**src/rtl/alu_muldiv_pkg.sv**
```systemverilog
// Shared types and helpers for the iterative multiply/divide unit.
package alu_muldiv_pkg;

  // Controller states.
  typedef enum logic [1:0] {
    StIdle = 2'd0,
    StCalc = 2'd1,
    StFix  = 2'd2
  } state_e;

  // Encoding of the op_div input.
  localparam logic OP_MUL = 1'b0;
  localparam logic OP_DIV = 1'b1;

  // Widest value the helper below handles; must cover the 2*WIDTH product.
  localparam int unsigned MaxWidth = 128;

  // Returns -x when neg is set, x otherwise. Called with neg = sign bit it yields the
  // two's-complement magnitude; called with a result sign it re-applies that sign.
  // Callers zero-extend into MaxWidth and truncate back: the low bits of a negation
  // do not depend on the upper bits, so this is exact at any narrower width.
  function automatic logic [MaxWidth-1:0] twos_mag(input logic [MaxWidth-1:0] x,
                                                    input logic                neg);
    return neg ? (~x + MaxWidth'(1)) : x;
  endfunction

endpackage

```
**src/rtl/alu_muldiv_step.sv**
```systemverilog
// One iteration of the multiply/divide datapath, purely combinational.
// Accumulator layout is {upper[WIDTH:0], lower[WIDTH-1:0]}:
//   multiply: upper = running partial product, lower = remaining multiplier bits;
//   divide:   upper = partial remainder,       lower = dividend bits / quotient bits.
module alu_muldiv_step
  import alu_muldiv_pkg::*;
#(
  parameter int unsigned WIDTH = 32
) (
  input  logic [2*WIDTH:0] acc_i,
  input  logic [WIDTH-1:0] operand_i,
  input  logic             op_div_i,
  output logic [2*WIDTH:0] acc_o
);

  logic [WIDTH:0]   sum;
  logic [2*WIDTH:0] shl;
  logic [WIDTH:0]   diff;
  logic             fits;

  // Add-shift for multiply, trial-subtract-shift (restoring) for divide.
  always_comb begin
    sum  = acc_i[2*WIDTH:WIDTH] + (acc_i[0] ? {1'b0, operand_i} : '0);
    shl  = {acc_i[2*WIDTH-1:0], 1'b0};
    diff = shl[2*WIDTH:WIDTH] - {1'b0, operand_i};
    fits = (shl[2*WIDTH:WIDTH] >= {1'b0, operand_i});
    if (op_div_i == OP_MUL) begin
      // The sum never exceeds WIDTH+1 bits, so the top bit after the shift is zero.
      acc_o = {1'b0, sum, acc_i[WIDTH-1:1]};
    end else if (fits) begin
      acc_o = {diff, shl[WIDTH-1:1], 1'b1};
    end else begin
      acc_o = shl;
    end
  end

endmodule

```
**src/rtl/alu_muldiv.sv**
```systemverilog
// Iterative multiply/divide unit owning the HI/LO registers. One result bit per clock;
// results appear in HI/LO WIDTH+1 cycles after the accepting edge, with a one-cycle done.
// WIDTH must be even, at least 4, and at most MaxWidth/2.
// Optional build macro ALU_MULDIV_HILO_WRITE_EN adds the mthi/mtlo write port
// (hi_we, lo_we, wdata); writes land only while idle with no start request.
module alu_muldiv
  import alu_muldiv_pkg::*;
#(
  parameter int unsigned WIDTH = 32
) (
  input  logic             clk,
  input  logic             reset_n,
  input  logic             start,
  input  logic             op_div,
  input  logic             sign,
  input  logic [WIDTH-1:0] a,
  input  logic [WIDTH-1:0] b,
`ifdef ALU_MULDIV_HILO_WRITE_EN
  input  logic             hi_we,
  input  logic             lo_we,
  input  logic [WIDTH-1:0] wdata,
`endif
  output logic             busy,
  output logic             done,
  output logic [WIDTH-1:0] hi,
  output logic [WIDTH-1:0] lo
);

  localparam int unsigned CntW = $clog2(WIDTH);
  localparam int unsigned AccW = 2 * WIDTH + 1;

  state_e           state_q, state_d;
  logic [CntW-1:0]  cnt_q, cnt_d;
  logic [AccW-1:0]  acc_q, acc_d, acc_step;
  logic [WIDTH-1:0] opnd_q, opnd_d;
  logic [WIDTH-1:0] a_raw_q, a_raw_d;
  logic             op_div_q, op_div_d;
  logic             neg_res_q, neg_res_d;
  logic             neg_rem_q, neg_rem_d;
  logic             div_zero_q, div_zero_d;
  logic [WIDTH-1:0] hi_q, hi_d;
  logic [WIDTH-1:0] lo_q, lo_d;
  logic             done_q, done_d;
  logic             busy_q, busy_d;

  logic [WIDTH-1:0]   a_mag, b_mag;
  logic [2*WIDTH-1:0] prod_fix;
  logic [WIDTH-1:0]   quot_fix, rem_fix;

  alu_muldiv_step #(
    .WIDTH(WIDTH)
  ) u_step (
    .acc_i    (acc_q),
    .operand_i(opnd_q),
    .op_div_i (op_div_q),
    .acc_o    (acc_step)
  );

  // Operand magnitudes at accept time and sign-corrected results at fix time.
  always_comb begin
    a_mag    = WIDTH'(twos_mag(MaxWidth'(a), sign & a[WIDTH-1]));
    b_mag    = WIDTH'(twos_mag(MaxWidth'(b), sign & b[WIDTH-1]));
    prod_fix = (2 * WIDTH)'(twos_mag(MaxWidth'(acc_q[2*WIDTH-1:0]), neg_res_q));
    quot_fix = WIDTH'(twos_mag(MaxWidth'(acc_q[WIDTH-1:0]), neg_res_q));
    rem_fix  = WIDTH'(twos_mag(MaxWidth'(acc_q[2*WIDTH-1:WIDTH]), neg_rem_q));
  end

  // Next-state logic for the controller, operand latches and HI/LO.
  always_comb begin
    state_d    = state_q;
    cnt_d      = cnt_q;
    acc_d      = acc_q;
    opnd_d     = opnd_q;
    a_raw_d    = a_raw_q;
    op_div_d   = op_div_q;
    neg_res_d  = neg_res_q;
    neg_rem_d  = neg_rem_q;
    div_zero_d = div_zero_q;
    hi_d       = hi_q;
    lo_d       = lo_q;
    done_d     = 1'b0;

    case (state_q)
      StIdle: begin
        if (start) begin
          acc_d      = {{(WIDTH + 1){1'b0}}, a_mag};
          opnd_d     = b_mag;
          a_raw_d    = a;
          op_div_d   = op_div;
          // Product and quotient share one sign rule; the remainder follows the dividend.
          neg_res_d  = sign & (a[WIDTH-1] ^ b[WIDTH-1]);
          neg_rem_d  = sign & a[WIDTH-1];
          div_zero_d = (b == '0);
          cnt_d      = '0;
          state_d    = StCalc;
        end
`ifdef ALU_MULDIV_HILO_WRITE_EN
        else begin
          if (hi_we) hi_d = wdata;
          if (lo_we) lo_d = wdata;
        end
`endif
      end
      StCalc: begin
        acc_d = acc_step;
        cnt_d = cnt_q + CntW'(1);
        if (cnt_q == CntW'(WIDTH - 1)) state_d = StFix;
      end
      StFix: begin
        if (op_div_q == OP_DIV) begin
          if (div_zero_q) begin
            // Divide by zero still runs the full latency, then reports a fixed pattern.
            lo_d = '1;
            hi_d = a_raw_q;
          end else begin
            lo_d = quot_fix;
            hi_d = rem_fix;
          end
        end else begin
          {hi_d, lo_d} = prod_fix;
        end
        done_d  = 1'b1;
        state_d = StIdle;
      end
      default: state_d = StIdle;
    endcase

    busy_d = (state_d != StIdle);
  end

  // State and output registers; reset aborts any operation in flight.
  always_ff @(posedge clk or negedge reset_n) begin
    if (!reset_n) begin
      state_q    <= StIdle;
      cnt_q      <= '0;
      acc_q      <= '0;
      opnd_q     <= '0;
      a_raw_q    <= '0;
      op_div_q   <= 1'b0;
      neg_res_q  <= 1'b0;
      neg_rem_q  <= 1'b0;
      div_zero_q <= 1'b0;
      hi_q       <= '0;
      lo_q       <= '0;
      done_q     <= 1'b0;
      busy_q     <= 1'b0;
    end else begin
      state_q    <= state_d;
      cnt_q      <= cnt_d;
      acc_q      <= acc_d;
      opnd_q     <= opnd_d;
      a_raw_q    <= a_raw_d;
      op_div_q   <= op_div_d;
      neg_res_q  <= neg_res_d;
      neg_rem_q  <= neg_rem_d;
      div_zero_q <= div_zero_d;
      hi_q       <= hi_d;
      lo_q       <= lo_d;
      done_q     <= done_d;
      busy_q     <= busy_d;
    end
  end

  assign busy = busy_q;
  assign done = done_q;
  assign hi   = hi_q;
  assign lo   = lo_q;

endmodule

```
**config.mk**
```make
export PLATFORM = sky130hd
export DESIGN_NAME = alu_muldiv
export DESIGN_NICKNAME = d
export VERILOG_FILES = /design/src/rtl/alu_muldiv_pkg.sv /design/src/rtl/alu_muldiv_step.sv /design/src/rtl/alu_muldiv.sv
export SDC_FILE = /design/constraint.sdc
export NUM_CORES = 1
export LEC_CHECK = 0
export ABC_AREA = 1
export BUFFER_PORTS_ARGS = -buffer_cell sky130_fd_sc_hd__buf_4
export CAP_MARGIN = 20
export CORE_AREA = 2 2 256 258
export CTS_CLUSTER_DIAMETER = 120
export CTS_CLUSTER_SIZE = 8
export DETAILED_ROUTE_END_ITERATION = 10
export DIE_AREA = 0 0 258 260
export SYNTH_ARGS = -nofsm -noshare
export SYNTH_HDL_FRONTEND = slang
export SYNTH_HIERARCHICAL = 1
export SYNTH_SLANG_ARGS = --single-unit
```
**constraint.sdc**
```tcl
create_clock -name clk -period 3.2 [get_ports clk]
set_input_delay 0 -clock clk [delete_from_list [all_inputs] [get_ports clk]]
set_output_delay 0 -clock clk [all_outputs]
set_load 0.05 [all_outputs]
```
; Yosys cells after proc, flatten, opt, wreduce, memory -nomap -nowiden
; Index checks and enable logic that the tools add are counted.
[totals]
register_bits = 206
word_cells = 61
[op_classes]
n_addsub = 8
order_cmp = 1
n_eq_ne = 4
mux = 20
bitwise = 9
reduce_logical = 6
[op_table]
columns = op, n
row1 = 32-bit two-way mux, 9
row2 = 65-bit two-way mux, 3
row3 = 65-bit case mux with 2 select lines, 1
row4 = 32-bit by 1-bit adder with 32-bit output (second input constant), 4
row5 = 32-bit NOT, 4
row6 = 64-bit by 1-bit adder with 64-bit output (second input constant), 1
row7 = 64-bit two-way mux, 1
row8 = 64-bit NOT, 1
row9 = 33-bit adder, 1
row10 = 33-bit by 32-bit >= comparator with 1-bit output, 1
row11 = 33-bit by 32-bit subtractor with 33-bit output, 1
row12 = 32-bit zero test, 1
row13 = 5-bit case mux with 2 select lines, 1
row14 = 5-bit by 1-bit adder with 5-bit output (second input constant), 1
row15 = 5-bit equality test (second input constant), 1
row16 = 5-bit two-way mux, 1
row17 = 2-bit two-way mux, 2
row18 = 2-bit case mux with 2 select lines, 1
row19 = 2-bit AND reduction, 2
row20 = 2-bit nonzero test, 2
row21 = 1-bit AND, 3
row22 = 2-bit by 1-bit equality test with 1-bit output (second input constant), 1
row23 = 2-bit equality test (second input constant), 1
row24 = 2-bit zero test, 1
row25 = 3 further kinds, 3

; Logic depth before layout (Yosys ltp)
; Gate-level depths: netlist of run 1.
[depth]
depth_word = 5
mapped_depth = 20
depth_no_buf = 19

; Modules after synthesis
; The synthesis of run 1 kept the hierarchy.
[modules_own_cells]
columns = module, instances, cells_each, area_per_inst_um2, seq_area_each_um2
row1 = alu_muldiv, 1, 1805, 12828.6, 5154.9
row2 = alu_muldiv_step, 1, 1315, 6287.3, 0.0

; Least setup slack after synthesis of run 1
; No wires, ideal clock.
[synth_path]
kind = register to register
startpoint = register acc_q[0]
endpoint = register acc_q[43]
setup_ns = 0.126
arrival_ns = 2.185
required_ns = 3.074
slack_ns = 0.889
stages_incl_launch_ff = 17
path_cell_list = dfrtp_1 > clkbuf_1 > clkbuf_1 > nand2_1 > inv_1 > ha_1 > a21oi_1 > nor2_1 > nor2_1 > nand2_1 > nand2_1 > nand2_1 > or2_2 > nand3_1 > nand2_1 > nand2_1 > o21ai_0
[synth_between]
elab_chain_len = 4
[synth_lines]
columns = element, line
row1 = from (decl), alu_muldiv.sv:34  ; logic [AccW-1:0] acc_q, acc_d, acc_step;
row2 = from (signal assigned), alu_muldiv.sv:136  ; acc_q <= '0;
row3 = from (signal assigned), alu_muldiv.sv:150  ; acc_q <= acc_d;
row4 = 32-bit two-way mux, alu_muldiv_step.sv:23  ; sum = acc_i[2*WIDTH:WIDTH] + (acc_i[0] ? {1'b0, operand_i} : '0);
row5 = 33-bit adder, alu_muldiv_step.sv:23
row6 = 65-bit two-way mux, alu_muldiv_step.sv:27  ; if (op_div_i == OP_MUL) begin
row7 = net acc_step[43], alu_muldiv.sv:34
row8 = 65-bit case mux with 2 select lines, alu_muldiv.sv:83  ; case (state_q)
; The timed path passes the listed nets, and every way through them passes these cells.
; A chain may end at the register's enable or synchronous reset.

; Final worst setup path of run 1
[layout_path]
startpoint = register acc_q[0]
endpoint = register acc_q[53]
; The elaborated chain is that of the path after synthesis.

==> flow_metrics.env, run 1 <==
export IMPL_hp_class="in -> reg"
export IMPL_setup_viol=0
export IMPL_path_class="reg -> reg"
export IMPL_ys_warn_count=6
export IMPL_ir_drop_mv=0.519
export IMPL_seq_area_sq_um=5160
export IMPL_gp_congestion=1.02
export IMPL_via_per_inst=5.24
export IMPL_dpl_hpwl_microns=66900
export IMPL_max_stage_delay_ps=410
export IMPL_period_minus_slack_ps=2900
export IMPL_worstPathRequired_ps=3620
export IMPL_die_width_microns=258
export IMPL_post_drt_wl_per_cell_microns=20.2
export IMPL_maxCapViolations=0
export IMPL_grt_max_degree=128
export IMPL_io_pins=135
export IMPL_skew_ps=33.1
export IMPL_period_share=0.905
export IMPL_critPathLaunchType="flop"
export IMPL_power_per_cell_area_nw_per_um2=1160
export IMPL_antenna_left=0
export IMPL_wl_microns=85200
export IMPL_maxSlewHeadroom=0.429
export IMPL_vias=22100
export IMPL_finalMaxSlewViolations=0
export IMPL_clockRootBuffer="clkbuf_16"
export IMPL_clk_pin_slew_ps=60
export IMPL_numPortBuffers=134
export IMPL_drive_above_1_share=0.109
export IMPL_status="finished, final reports clean"
export IMPL_mappedNetlistNets=3261
export IMPL_cp_slowest_cell="o21ai_0"
export IMPL_final_util=0.360
export IMPL_overflow=0
export IMPL_crit_path_max_fanout=16
export IMPL_placed_cells=4085
export IMPL_synth_area_per_cell_sq_um=6.13
export IMPL_grt_pass1_vias=20600
export IMPL_finalHoldViolations=0
export IMPL_path_common_cell="nand2_1"
export IMPL_area_growth_synth_to_final_pct=20.8
export IMPL_finalHoldWorstSlack_ps=66.4
export IMPL_yosysUniqueCellTypes=54
export IMPL_drc=0
export IMPL_gr_usage_all_layers=0.248
export IMPL_dieHeight_microns=260
export IMPL_antenna_found_initial=0
export IMPL_clk_latency_ps=610
export IMPL_numCtsBuffers=30
export IMPL_coreArea_sq_um=64100
export IMPL_nNetsFinal=3498
export IMPL_synth_seq_cells=206
export IMPL_tightestPinTransition_ps=857
export IMPL_crit_chain="buf_4 > nand2_1 > inv_1 > ha_1 > fa_1 > nand2_1 > nand3_1 > nand2_1 > o21ai_0 > nand3_1 > nand2_1 > nand2_1 > nand2_1 > nand2_1 > nand3_1 > nand2_1 > nand2_1 > o21ai_0"
export IMPL_path_buf_inv=2
export IMPL_synth_seq_area_share=0.270
export IMPL_cts_tree="yes"
export IMPL_p_leak_nw=11.9
export IMPL_drt_initial_drc_count=2552
export IMPL_cp_top_family="simple AND/OR/NAND/NOR gates"
export IMPL_htreeDepth=1
export IMPL_floorplan_die_area_sq_um=67100
export IMPL_rsz0062_at_grt="false"
export IMPL_cts_buffer_depth=3
export IMPL_fmaxAchievable_ghz=0.345
export IMPL_multi_input_area_sq_um=12000
export IMPL_worstSetupEndpointType="flop"
export IMPL_postSynthCellCount=3120
export IMPL_core_rowCount=93
export IMPL_tns_ps=0
export IMPL_fillCellCount=7038
export IMPL_fin_cells=4216
export IMPL_clock_sinks=206
export IMPL_syn_area_sq_um=19100
export IMPL_start_util=0.298
export IMPL_drtPass1Iterations=5
export IMPL_arrival_ps=3310
export IMPL_grt_pass1_wl_microns=127000
-- worst reg2reg max path, cell delays in order, from the launching register on --
cell,delay [ps]
dfrtp_1,340
buf_4,250
nand2_1,80
inv_1,60
ha_1,210
fa_1,280
nand2_1,70
nand3_1,70
nand2_1,60
o21ai_0,410
nand3_1,120
nand2_1,200
nand2_1,100
nand2_1,70
nand2_1,50
nand3_1,100
nand2_1,60
nand2_1,60
o21ai_0,120
-- worst paths after layout --
| kind | from | to | slack, ps | cells past startpoint |
|---|---|---|---|---|
| max | acc_q[0] | acc_q[53] | 300 | 18 |
| min | start | a_raw_q[0] | 70 | 5 |
| max reg2reg | acc_q[0] | acc_q[53] | 300 | 18 |
| min reg2reg | hi[23] | hi[23] | 480 | 2 |
| max in group asynchronous | reset_n | opnd_q[19] | 1700 | 4 |
| min in group asynchronous | reset_n | lo[15] | 500 | 3 |
-- state kept, by name, summed over array words and instances (netlist names) --
name and cells:
neg_rem_q 1, cnt_q 5, op_div_q 1, hi 32
div_zero_q 1, lo 32, a_raw_q 32, opnd_q 32
neg_res_q 1, state_q 2, busy 1, done 1
acc_q 65
-- cells in the mapped netlist (all sizes together) --
library cell / number / area share
a211oi: 1 / 0.00039
a21o: 5 / 0.0020
a21oi: 152 / 0.041
a221oi: 1 / 0.00046
a22o: 4 / 0.0018
a22oi: 29 / 0.011
a31oi: 16 / 0.0052
and2: 3 / 0.00098
and3: 1 / 0.00033
buf: 55 / 0.017
clkbuf: 48 / 0.0094
clkinv: 3 / 0.00059
dfrtp: 206 / 0.27
fa: 2 / 0.0021
ha: 70 / 0.046
inv: 401 / 0.079
nand2: 983 / 0.20
nand3: 264 / 0.071
nand3b: 37 / 0.015
nand4: 34 / 0.012
nor2: 417 / 0.094
nor3: 20 / 0.0052
nor4: 2 / 0.00065
o211ai: 15 / 0.0059
o21a: 3 / 0.0012
o21ai: 239 / 0.064
o21bai: 7 / 0.0027
o22ai: 6 / 0.0020
o31ai: 2 / 0.00079
o41ai: 1 / 0.00046
or2: 14 / 0.0046
or3: 1 / 0.00033
xnor2: 28 / 0.013
xor2: 50 / 0.023
-- layout by cell type, fill, tap and decap left out, drive strengths merged, types with 6 or more instances in the layout --
| cell | n |
|---|---|
| buf | 213 |
| xnor2 | 28 |
| nor3 | 20 |
| nor2 | 417 |
| or2 | 14 |
| o21ai | 239 |
| nand3b | 37 |
| nand3 | 264 |
| inv | 402 |
| a21oi | 152 |
| o21bai | 7 |
| nand4 | 34 |
| nand2 | 983 |
| a31oi | 16 |
| ha | 70 |
| dfrtp | 206 |
| o211ai | 15 |
| xor2 | 50 |
| o22ai | 6 |
| clkbuf | 32 |
| a22oi | 29 |
| dlygate4sd3 | 95 |
-- through the flow --
| step | area, sq um | power [W] | worst slack, ps |
|---|---|---|---|
| after floorplan | 19100 | 0.0168 | 889 |
| after global placement | 21300 | 0.0230 | 416 |
| after detailed placement | 21300 | 0.0230 | 417 |
| after CTS | 23100 | 0.0262 | 321 |
| after global routing | 23100 | 0.0286 | 118 |
| final | 23100 | 0.0267 | 303 |
-- logic make-up after synthesis --
family          share of synthesized area
simple gates                        0.401
compound gates                      0.139
xor+xnor                           0.0357
buf+inv                             0.106
flops                               0.270
fa+ha+maj                          0.0479
-- area by class of cell --
cell class | count | area share
multi-input cells | 2407 | 0.517
flip-flops and latches | 206 | 0.223
inverters | 404 | 0.0658
repair buffers | 308 | 0.112
clock buffers | 32 | 0.0328
diodes | 1 | 0.000108
well taps | 855 | 0.0463
clock inverters | 3 | 0.00195
-- report_power, final --
| part | internal, W | switching, W |
|---|---|---|
| combinational | 0.00603 | 0.0129 |
| clock | 0.00165 | 0.00128 |
| sequential | 0.00359 | 0.00123 |
-- what timing repair did --
item	4_1_cts	5_1_grt
resized for setup	0	1
hold buffers	95	0
endpoints found under the hold margin	265	0
endpoints found under the setup margin	0	1
buffers inserted	0	0
-- routing by layer --
metal / track usage / wire length, microns
met1: 0.344 / 37000
met3: 0.0354 / 7480
met2: 0.382 / 36400
met4: 0.111 / 4330
met5: 0 / 0
No activity file was read; power rests on OpenSTA's default activity.
==> run 2: changes to the inputs <==
clock period = 3.57 ns   (was 3.2 ns; I/O delays follow)
==> run 2 against run 1 <==
Compared with the run above: sequential cell count stayed put; worst setup slack better by 71 ps; non-clock buffer count is 26 lower; global-route usage fell by 0.83 points.
==> flow_metrics.env, run 2 (same netlist as run 1, synthesis figures left out) <==
export IMPL_status="finished, final reports clean"
export IMPL_core_rowCount=93
export IMPL_drtPass1Iterations=6
export IMPL_die_width_microns=258
export IMPL_top_usage_layer="met2"
export IMPL_htreeDepth=1
export IMPL_overflow=0
export IMPL_period_share=0.895
export IMPL_grt_pass1_vias=20200
export IMPL_gr_usage_all_layers=0.240
export IMPL_post_place_ws_ps=513
export IMPL_worstSetupEndpointType="flop"
export IMPL_placed_cell_area_sq_um=21200
export IMPL_p_leak_nw=11.8
export IMPL_maxSlewHeadroom=0.332
export IMPL_top_register="acc_q"
export IMPL_numPortBuffers=134
export IMPL_rsz0062_at_grt="false"
export IMPL_skew_ps=24.3
export IMPL_ir_drop_mv=0.483
export IMPL_finalMaxSlewViolations=0
export IMPL_gp_congestion=1.00
export IMPL_worstPathRequired_ps=4000
export IMPL_largest_reg_flops=65
export IMPL_period_minus_slack_ps=3200
export IMPL_floorplan_die_area_sq_um=67100
export IMPL_grt_max_degree=128
export IMPL_tns_ps=0
export IMPL_nNetsFinal=3471
export IMPL_numCtsBuffers=29
export IMPL_clk_latency_ps=600
export IMPL_rr_startpoint="acc_q[37]"
export IMPL_vias=21500
export IMPL_io_pins=135
export IMPL_crit_path_max_fanout=34
export IMPL_met2_usage=0.372
export IMPL_drt_initial_drc_count=2751
export IMPL_use_met1=0.339
export IMPL_clockRootBuffer="clkbuf_16"
export IMPL_wl_microns=81900
export IMPL_grtUsageMet3=0.0401
export IMPL_power_w=0.0232
export IMPL_arrival_ps=3630
export IMPL_grt_pass1_wl_microns=124000
export IMPL_r2r_cells=17
export IMPL_critPathLaunchType="flop"
export IMPL_worstSetupStartpoint="acc_q[37]"
export IMPL_dpl_hpwl_microns=64500
export IMPL_antenna_cells=0
export IMPL_cts_tree="yes"
export IMPL_setup_viol=0
export IMPL_design_area_sq_um=22800
export IMPL_post_drt_wl_per_cell_microns=19.6
export IMPL_drive_above_1_share=0.103
export IMPL_hp_class="in -> async"
export IMPL_tightestPinTransition_ps=1000
export IMPL_reg2reg_to="acc_q[61]"
export IMPL_final_common_cell="nand2_1"
export IMPL_cts_buffer_depth=3
export IMPL_finalHoldViolations=0
export IMPL_maxCapViolations=0
export IMPL_via_per_inst=5.14
export IMPL_clk_pin_slew_ps=60
export IMPL_drc=0
export IMPL_dieHeight_microns=260
export IMPL_coreArea_sq_um=64100
export IMPL_crit_end="acc_q[61]"
export IMPL_start_util=0.298
export IMPL_path_class="reg -> reg"
export IMPL_antenna_found_initial=0
export IMPL_antenna_left=0
export IMPL_setup_ws_ps=374
export IMPL_area_growth_synth_to_final_pct=19.5
export IMPL_cts_resized=0
export IMPL_clock_sinks=206
export IMPL_layout_common_cells="958 x nand2_1, 382 x inv_1, 377 x nor2_1"
export IMPL_rrSetupSlack_ps=370
export IMPL_power_per_cell_area_nw_per_um2=1020
export IMPL_fmaxAchievable_ghz=0.313
==> run 2: cell types whose count changed in the layout (fill, tap and decap cells not counted), sizes merged <==
cell         previous run  this run
diode                   1         0
dlygate4sd3            95        90
clkinv                  3         2
inv                   402       403
clkinvlp                2         0
buf                   213       192
clkbuf                 32        31
==> run 2: worst min-delay path by stage <==
stage	cells past startpoint	slack (ps)	start	end
finish	2	20	reset_n	lo[13]
global route	2	130	reset_n	lo[15]
CTS	2	80	reset_n	lo[13]
detailed placement	1	120	reset_n	lo[13]
global placement	1	120	reset_n	lo[13]
floorplan	0	-300	reset_n	a_raw_q[0]
==> run 2: metal layers <==
layer | vias up | routed length (microns)
met1 | 9963 | 36300
li1 | 10400 | -
met2 | 989 | 35500
met5 | - | 0
met3 | 135 | 7440
met4 | 0 | 2670
==> run 2: final cells by class <==
class / instances / area (sq um)
Tap cell: 855 / 1070
Clock inverter: 1 / 20.0
Fill cell: 7053 / 41300
Timing Repair Buffer: 282 / 2390
Inverter: 404 / 1520
Clock buffer: 31 / 743
Sequential cell: 206 / 5160
Multi-Input combinational cell: 2407 / 11900
==> run 2: timing repair <==
item	in CTS	in global routing
endpoints found under the hold margin	203	0
hold buffers	90	0
setup buffers	0	0
==> run 2: power breakdown <==
group	internal, W	switching [W]	leakage, nW	total (W)
clock network	0.00145	0.00112	0.376	0.00257
logic	0.00522	0.0107	8.85	0.0160
registers	0.00321	0.00146	2.57	0.00468
total	0.00988	0.0133	11.8	0.0232
==> run 2: per-stage QoR <==
step | util | instances | hold slack (ps)
6_report | 0.356 | 4186 | 16.8
2_1_floorplan | - | 3120 | -296
3_5_place_dp | 0.330 | 4064 | 118
4_1_cts | 0.356 | 4186 | 78.0
5_1_grt | 0.356 | 4186 | 133
3_3_place_gp | 0.330 | 4064 | 115
==> run 2: worst max-delay path: stages, from the launching register on <==
cell	delay, ps
dfrtp_1	660
ha_1	370
nand2_1	80
nand2_1	80
nand2_1	70
nand2_1	80
inv_2	60
nand3_2	130
nand2_2	110
nand2_2	70
nand2_4	350
nand2_8	270
nand2_1	340
nand2_1	100
nand2_1	80
nand2_1	50
nand2_1	50
o21ai_1	70
==> run 3: changes to the inputs <==
ABC_AREA = unset   (was 1)
CORE_AREA = 2 2 238 240   (was 2 2 256 258)
DIE_AREA = 0 0 240 242   (was 0 0 258 260)
==> run 3 against run 2 <==
Compared with the run above: final cell count is 29% lower; core utilization rose by 0.85 points; first-iteration DRC count is 54% lower; clock power is 2% lower; final area is 11% lower; combinational power shrank 14%; hold slack better by 30 ps; largest cell class unchanged; highest routed layer is now met5.
==> flow_metrics.env, run 3 <==
export IMPL_r2r_cells=13
export IMPL_synthFlopType="dfrtp_1"
export IMPL_synthAdderAreaFrac=0.0553
export IMPL_coreArea_sq_um=55700
export IMPL_p_sw_w=0.0101
export IMPL_ys_top_cells_by_area="dfrtp_1 31%, nand2_1 5.5%, ha_1 5.3%, xor2_1 5.1%, a21oi_1 4.6%"
export IMPL_worstSetupEndpointType="flop"
export IMPL_switching_share=0.490
export IMPL_finalMaxSlewViolations=0
export IMPL_fin_cells=2962
export IMPL_p_leak_nw=8.78
export IMPL_nNetsFinal=2345
export IMPL_yosysUniqueCellTypes=96
export IMPL_antenna_left=0
export IMPL_cts_buffer_depth=3
export IMPL_grt_pass1_wl_microns=92600
export IMPL_area_growth_synth_to_final_pct=22.7
export IMPL_floorplan_die_area_sq_um=58100
export IMPL_drive_above_1_share=0.150
export IMPL_path_common_cell="a22o_1"
export IMPL_syn_area_sq_um=16600
export IMPL_finalHoldViolations=0
export IMPL_max_stage_delay_ps=440
export IMPL_wl_microns=59100
export IMPL_post_drt_wl_per_cell_microns=20.0
export IMPL_p_clk_frac=0.122
export IMPL_synth_top_area_share=0.311
export IMPL_clk_latency_ps=590
export IMPL_io_pins=135
export IMPL_tightestPinTransition_ps=873
export IMPL_synth_edf_count=0
export IMPL_antenna_cells=0
export IMPL_synth_xor_area_share=0.0957
export IMPL_async_reset_ff_frac=1.00
export IMPL_rrSetupSlack_ps=260
export IMPL_maxSlewHeadroom=0.418
export IMPL_power_w=0.0207
export IMPL_arrival_ps=3780
export IMPL_worstPathRequired_ps=4040
export IMPL_drtPass1Iterations=5
export IMPL_setup_viol=0
export IMPL_synth_top_family_by_area="compound AO/OA/AOI/OAI gates"
export IMPL_period_share=0.928
export IMPL_p_int_w=0.0105
export IMPL_crit_chain="and2_1 > ha_1 > fa_1 > a21oi_2 > o211ai_1 > and3_1 > o31ai_2 > a21oi_1 > a221o_1 > a31oi_1 > xnor2_1 > a22o_1 > a22o_1"
export IMPL_status="finished, final reports clean"
export IMPL_top_register="acc_q"
export IMPL_overflow=0
export IMPL_cts_tree="yes"
export IMPL_synth_seq_area_share=0.311
export IMPL_numCtsBuffers=29
export IMPL_largest_reg_flops=65
export IMPL_hp_class="in -> async"
export IMPL_via_per_inst=5.51
export IMPL_vias=16300
export IMPL_final_common_cell="nand2_1"
export IMPL_fmaxAchievable_ghz=0.302
export IMPL_clockRootBuffer="clkbuf_16"
export IMPL_synth_top_area_cell="dfrtp_1"
export IMPL_path_buf_inv=0
export IMPL_antenna_found_initial=1
export IMPL_tns_ps=0
export IMPL_power_frac_comb=0.669
export IMPL_power_per_cell_area_nw_per_um2=1020
export IMPL_grt_pass1_vias=16100
export IMPL_path_class="reg -> reg"
export IMPL_gp_congestion=0.976
export IMPL_synth_seq_cells=206
export IMPL_postSynthCellCount=1996
export IMPL_numPortBuffers=134
export IMPL_synth_compound_area_frac=0.234
export IMPL_synthTopCellsByCount="242 x nand2_1, 206 x dfrtp_1, 152 x a21oi_1"
export IMPL_cp_slowest_cell="fa_1"
export IMPL_period_minus_slack_ps=3310
export IMPL_gr_usage_all_layers=0.200
export IMPL_ys_warn_count=6
export IMPL_final_util=0.365
export IMPL_drt_initial_drc_count=1256
export IMPL_synth_simple_area_share=0.200
export IMPL_synthMuxAreaShare=0.0551
export IMPL_crit_path_max_fanout=4
export IMPL_grt_max_degree=100
export IMPL_power_share_sequential=0.210
export IMPL_htreeDepth=1
export IMPL_synth_area_per_cell_sq_um=8.30
export IMPL_maxCapViolations=0
export IMPL_critPathLaunchType="flop"
export IMPL_skew_ps=23.6
export IMPL_drc=0
export IMPL_rr_startpoint="acc_q[0]"
export IMPL_layout_common_cells="242 x nand2_1, 204 x dfrtp_1, 204 x buf_4"
export IMPL_dpl_hpwl_microns=43000
export IMPL_mappedNetlistNets=2137
export IMPL_ir_drop_mv=0.519
export IMPL_reg2reg_to="acc_q[61]"
export IMPL_clock_sinks=206
export IMPL_start_util=0.297
export IMPL_die_width_microns=240
export IMPL_placed_cells=2840
export IMPL_clk_pin_slew_ps=60
export IMPL_synth_most_common_cell="nand2_1"
export IMPL_cp_top_family="compound AO/OA/AOI/OAI gates"
export IMPL_core_rowCount=87
export IMPL_post_cts_buffers=0
export IMPL_dieHeight_microns=242
## run 3: worst max path at each step
stage,slack (ps),endpoint,start,cells past startpoint
after floorplan,500,acc_q[61],acc_q[0],13
after global placement,200,acc_q[61],opnd_q[0],13
after detailed placement,200,acc_q[61],opnd_q[0],13
after CTS,200,acc_q[61],opnd_q[0],13
after global routing,-10,acc_q[61],acc_q[0],13
final,260,acc_q[61],acc_q[0],13
## run 3: worst register-to-register path, stage by stage (launching register included)
cell      delay (ps)
dfrtp_1          410
and2_1           160
ha_1             200
fa_1             440
a21oi_2          170
o211ai_1         170
and3_1           200
o31ai_2          200
a21oi_1          140
a221o_1          340
a31oi_1          250
xnor2_1          100
a22o_1           230
a22o_1           200
## run 3: power groups by stage
stage | clock [W] | combinational (W) | sequential (W)
after floorplan | 0 | 0.00973 | 0.00437
after global placement | 0 | 0.0133 | 0.00435
after detailed placement | 0 | 0.0135 | 0.00437
after CTS | 0.00259 | 0.0136 | 0.00434
after global routing | 0.00265 | 0.0151 | 0.00446
final | 0.00252 | 0.0138 | 0.00433
## run 3: logic make-up (layout without fill, tap and decap cells)
family | Yosys count | after routing
AOI/OAI and AO/OA | 599 | 599
xor gates and xnor gates | 181 | 181
adders and majority gates | 72 | 72
buffers and inverters | 192 | 402
DFF | 206 | 206
muxes | 87 | 87
and+or+nand+nor | 659 | 659
## run 3: routing by layer
| metal | vias to the layer above | GRT usage | routed length (microns) |
|---|---|---|---|
| met1 | 8017 | 0.262 | 25600 |
| met2 | 537 | 0.331 | 27800 |
| met3 | 110 | 0.0251 | 3320 |
| met5 | - | 0 | 12 |
| li1 | 7658 | - | - |
| met4 | 2 | 0.0844 | 2350 |
## run 3: final cells by class
type	instances	area (sq um)
Fill cell	5771	35400
Multi-Input combinational cell	1598	10700
Sequential cell	206	5160
Timing Repair Buffer	300	2550
Tap cell	756	946
Clock buffer	32	747
Inverter	69	259
Clock inverter	1	20.0
## run 3: what timing repair did
action,CTS,global route
hold buffers,89,0
resized for setup,0,3
setup endpoints to repair,0,1
hold endpoints to repair,195,0
## run 3: through the flow
stage / area, sq um / setup slack (ps) / hold slack, ps
floorplan: 16600 / 503 / -296
global placement: 18700 / 201 / 102
detailed placement: 18700 / 205 / 106
CTS: 20300 / 200 / 73.1
global route: 20300 / -12.3 / 125
finish: 20300 / 258 / 46.7
